## src/rtl/fsm_transition_monitor.sv

```systemverilog
// Passive FSM observer: turns each change of `state` into a {from, to, dwell} record queued in a small FIFO.
// Optional feature macro: FSM_MON_DWELL_EN builds the dwell counter; otherwise rec_dwell is tied to zero.
module fsm_transition_monitor #(
    parameter int unsigned STATE_WIDTH = 4,
    parameter int unsigned FIFO_DEPTH  = 4,
    parameter int unsigned DWELL_WIDTH = 8,
    parameter int unsigned DROP_WIDTH  = 8
) (
    input  logic                         clock_port,
    input  logic                         reset_port,
    input  logic [STATE_WIDTH-1:0]       reset_value,
    input  logic [STATE_WIDTH-1:0]       state,
    output logic                         transition,
    output logic                         rec_valid,
    input  logic                         rec_ready,
    output logic [STATE_WIDTH-1:0]       rec_from,
    output logic [STATE_WIDTH-1:0]       rec_to,
    output logic [DWELL_WIDTH-1:0]       rec_dwell,
    output logic [$clog2(FIFO_DEPTH):0]  fifo_level,
    output logic                         overflow,
    output logic [DROP_WIDTH-1:0]        drop_count,
    input  logic                         clear
);

    localparam int unsigned PTR_W = $clog2(FIFO_DEPTH);
    localparam logic [PTR_W:0]      PTR_ONE  = 1;
    localparam logic [DROP_WIDTH-1:0] DROP_ONE = 1;

    logic [STATE_WIDTH-1:0] prev_state;
    logic [PTR_W:0]         wr_ptr;
    logic [PTR_W:0]         rd_ptr;
    logic [PTR_W-1:0]       wr_idx;
    logic [PTR_W-1:0]       rd_idx;
    logic                   fifo_full;
    logic                   fifo_empty;
    logic                   pop;
    logic                   push_ok;
    logic                   drop;

    logic [STATE_WIDTH-1:0] mem_from [FIFO_DEPTH];
    logic [STATE_WIDTH-1:0] mem_to   [FIFO_DEPTH];

    assign transition = !reset_port && (state != prev_state);

    // Pointers carry one extra wrap bit so full and empty are distinguishable.
    assign wr_idx     = wr_ptr[PTR_W-1:0];
    assign rd_idx     = rd_ptr[PTR_W-1:0];
    assign fifo_empty = (wr_ptr == rd_ptr);
    assign fifo_full  = (wr_ptr[PTR_W] != rd_ptr[PTR_W]) && (wr_idx == rd_idx);
    assign fifo_level = wr_ptr - rd_ptr;

    assign rec_valid  = !fifo_empty;
    assign pop        = rec_valid && rec_ready;
    assign push_ok    = transition && (!fifo_full || pop);
    assign drop       = transition && fifo_full && !pop;

    assign rec_from   = mem_from[rd_idx];
    assign rec_to     = mem_to[rd_idx];

    always_ff @(posedge clock_port) begin
        if (reset_port) begin
            prev_state <= reset_value;
            wr_ptr     <= '0;
            rd_ptr     <= '0;
            overflow   <= 1'b0;
            drop_count <= '0;
        end else begin
            prev_state <= state;
            if (push_ok) begin
                wr_ptr <= wr_ptr + PTR_ONE;
            end
            if (pop) begin
                rd_ptr <= rd_ptr + PTR_ONE;
            end
            // A clear on the same edge as a drop discards that drop as well.
            if (clear) begin
                overflow   <= 1'b0;
                drop_count <= '0;
            end else if (drop) begin
                overflow <= 1'b1;
                if (drop_count != '1) begin
                    drop_count <= drop_count + DROP_ONE;
                end
            end
        end
    end

`ifdef FSM_MON_DWELL_EN
    localparam logic [DWELL_WIDTH-1:0] DWELL_ONE = 1;

    logic [DWELL_WIDTH-1:0] dwell_cnt;
    logic [DWELL_WIDTH-1:0] mem_dwell [FIFO_DEPTH];

    always_ff @(posedge clock_port) begin
        if (reset_port) begin
            dwell_cnt <= '0;
        end else if (transition) begin
            dwell_cnt <= '0;
        end else if (dwell_cnt != '1) begin
            dwell_cnt <= dwell_cnt + DWELL_ONE;
        end
    end

    always_ff @(posedge clock_port) begin
        if (push_ok) begin
            mem_dwell[wr_idx] <= dwell_cnt;
        end
    end

    assign rec_dwell = mem_dwell[rd_idx];
`else
    assign rec_dwell = '0;
`endif

    // Record storage is not reset; rec_valid guards every read.
    always_ff @(posedge clock_port) begin
        if (push_ok) begin
            mem_from[wr_idx] <= prev_state;
            mem_to[wr_idx]   <= state;
        end
    end

endmodule

```

## config.mk

```make
export PLATFORM = sky130hd
export DESIGN_NAME = fsm_transition_monitor
export DESIGN_NICKNAME = d
export VERILOG_FILES = /design/src/rtl/fsm_transition_monitor.sv
export SDC_FILE = /design/constraint.sdc
export NUM_CORES = 1
export LEC_CHECK = 0
export CELL_PAD_IN_SITES_DETAIL_PLACEMENT = 0
export CELL_PAD_IN_SITES_GLOBAL_PLACEMENT = 1
export CORE_MARGIN = 2
export CORE_UTILIZATION = 40
export CTS_BUF_LIST = sky130_fd_sc_hd__clkbuf_8
export CTS_CLUSTER_DIAMETER = 150
export DETAILED_ROUTE_END_ITERATION = 8
export GPL_TIMING_DRIVEN = 0
export PLACE_DENSITY_LB_ADDON = 0.1
export SLEW_MARGIN = 5
export SYNTH_ARGS = -nofsm -noshare
export SYNTH_HDL_FRONTEND = slang
export SYNTH_SLANG_ARGS = --single-unit
```

## constraint.sdc

```tcl
create_clock -name clock_port -period 2.1 [get_ports clock_port]
set_input_delay 0.42 -clock clock_port [delete_from_list [all_inputs] [get_ports clock_port]]
set_output_delay 0.42 -clock clock_port [all_outputs]
set_load 0.03 [all_outputs]
```

==> results.toml <==
[outcome]
status = "finished, final reports clean"

[clock_network]
cts_buffers = 5
cts_root_buffer = "clkbuf_8"
clockBufferDepth = 2
cts.sinks = 53
hold_buffers = 0
path_clk_slew_ns = 0.09
htree_num_levels = 2
clkLatencyLatePin_ns = 0.30
tritoncts = "built"

[min_path]
hold_start = "state[1]"
hold_class = "primary input to flop"

[routing]
dr.pass1.iters = 4
drtIter0Drc = 82
vias = 1488
via_per_inst = 4.977
wl_per_cell_um = 15.22
antenna_left = 0
drc = 0
wl_um = 4552

[critical_path]
crit_start = "state[0]"
timing.critical_path.fanout_max = 6
path_buf_inv = 3
cp_data_required_time_ns = 1.68
cp-start-kind = "primary input"
r2r_start = "rd_ptr[1]"
crit_type = "primary input to primary output"
crit_chain = "dlygate4sd2_1 -> xor2_1 -> o41ai_4 -> inv_2 -> clkbuf_4"
max_stage_delay_ns = 0.39
cp_slowest_cell = "o41ai_4"
endpoint_kind = "primary output"
arrival_ns = 1.63
critPathTopFamily = "buffers and inverters"

[sta]
slew-limit-headroom = 0.6191
skew_ns = 0.01047
setup_viol = 0
setup_ws_ns = 0.05461
finalCritPeriodShare = 0.9740
fin_crit_ns = 2.045
slew_viol_final = 0
max_slew.worst_pin.slew_ns = 0.5714
hold_slack_ns = 0.3878
fmax_mhz = 488.9
finalHoldViolations = 0

[cells_and_area]
fin_area_um2 = 2982
mostFrequentLayoutCells = "32 x edfxtp_1, 18 x buf_4, 16 x dfxtp_1"
fin_util = 0.5317
drive_gt1_frac = 0.2687
fillers = 515
area_growth_pct = 26.29
final_common_cell = "edfxtp_1"
fin_nets = 247
antenna_cells = 0

[floorplan]
die_h_um = 80.83
die_area_um2 = 6533
io-pin-count = 42
start_util = 0.4210
rows = 27
coreArea_um2 = 5608
fp.dieW_um = 80.83

[global_route]
grt_start_max_net_pins = 16
grt_pass1_wl_um = 7410
grt_pass1_vias = 1519
grt-ovfl-total = 0
grtUsageTotal = 0.1524
grt_antenna_before_repair = 0

[placed_design]
hpwlAfterDp_um = 3219
pre_cts_ws_ns = -0.8839
place_congestion = 0.8086
portBuffers = 32
placed_area_um2 = 2798

[logic_synthesis]
ys_async_sr_fraction = 0
synth-seq-cells = 53
synthFlopType = "edfxtp_1"
synth_area_per_cell_um2 = 13.57
netlist_instances = 174
yosys.area.top_type = "edfxtp_1"
synth_top_cell_area_share = 0.4070
netlist_top_cells_area = "edfxtp_1 41%, dfxtp_1 18%, mux4_2 7.6%"
synth_edf_count = 32
ys_types = 41
yosysWarnings = 0
synth_area_um2 = 2361
ys_seq_area_frac = 0.5851

[power_and_ir_drop]
ir_drop_mv = 0.4009
p_per_area_nw_per_um2 = 968.9
p_leak_nw = 1.119
finalPower_mw = 2.889

[flow_run]
maxCapViolations = 0
## report_power, final
group	leakage [nW]	internal [mW]	switching, mW
Sequential	0.468	1.22	0.0861
Combinational	0.595	0.385	0.542
Clock	0.0570	0.347	0.312
## routing by layer
layer  GRT usage  share of wire  vias to the layer above
met5           0              0                        -
met4     0.05763          0.014                        0
met3     0.03667          0.037                        7
met2      0.2636           0.52                       36
met1      0.1840           0.43                      714
li1            -              -                      731
## flip-flops by register name, indices dropped and copies added, names as in the netlist, named ones only
register and flops:
mem_from 16, mem_to 16, drop_count 8, prev_state 4, rd_ptr 3, wr_ptr 3, overflow 1
## through the flow
| step | TNS (ns) | instances |
|---|---|---|
| 4_1_cts | 0 | 294 |
| 5_1_grt | -0.004683 | 299 |
| 3_3_place_gp | -26.47 | 285 |
| 3_5_place_dp | -25.48 | 285 |
| 6_report | 0 | 299 |
| 2_1_floorplan | 0 | 181 |
## worst register-to-register path, cell delays in order (launching register included)
cell and delay (ns):
dfxtp_4 0.36, inv_1 0.04, ha_1 0.30, nand2_2 0.08, or3_1 0.30, clkbuf_4 0.18
or4_1 0.51, o211a_1 0.14
## logic make-up (layout without fill, tap and decap cells)
group           count (synthesis)  in the layout  synth area share
compound gates                 12             12           0.03657
xor+xnor                        9              9           0.03339
fa+ha+maj                       9              9           0.05088
buf+inv                        23             69           0.05087
flops                          53             53            0.5851
mux                            19             19            0.1256
other cells                     1              8          0.001588
simple gates                   48             48            0.1161
## final timing paths
kind	cells after the start	slack, ns	endpoint
hold reg to reg	1	0.47	overflow
setup / recovery	5	0.05	transition
setup reg to reg	7	0.09	drop_count[6]
hold / removal	1	0.39	mem_to[3][1]
## layout make-up
type                    count  area, um^2  area share
flip-flops and latches     53        1393      0.4671
multi-input cells         105       930.9      0.3122
repair buffers             40       337.8      0.1133
plain buffers              14       97.59     0.03273
well taps                  72       90.09     0.03021
clock buffers               5       68.82     0.02308
clock inverters             3       37.54     0.01259
inverters                   7       26.28    0.008812
## cell usage after synthesis (3+ instances only)
master    instances
nor2_1            7
xor2_1            7
buf_2             3
nor4_1            3
clkbuf_1          4
inv_1             5
edfxtp_1         32
a21oi_1           4
dfxtp_1          21
nand3_1           5
ha_1              8
mux4_2            8
nand2_1          10
buf_4             8
mux2i_1           6
or3_1             6
mux2_2            4
and3_1            4
## what timing repair did
item / CTS / global route
pin swaps: 1 / 1
buffers inserted: 3 / 5
endpoints found under the setup margin: 57 / 41
resized for setup: 57 / 10
Note: power is estimated with default switching activity, not from simulation.
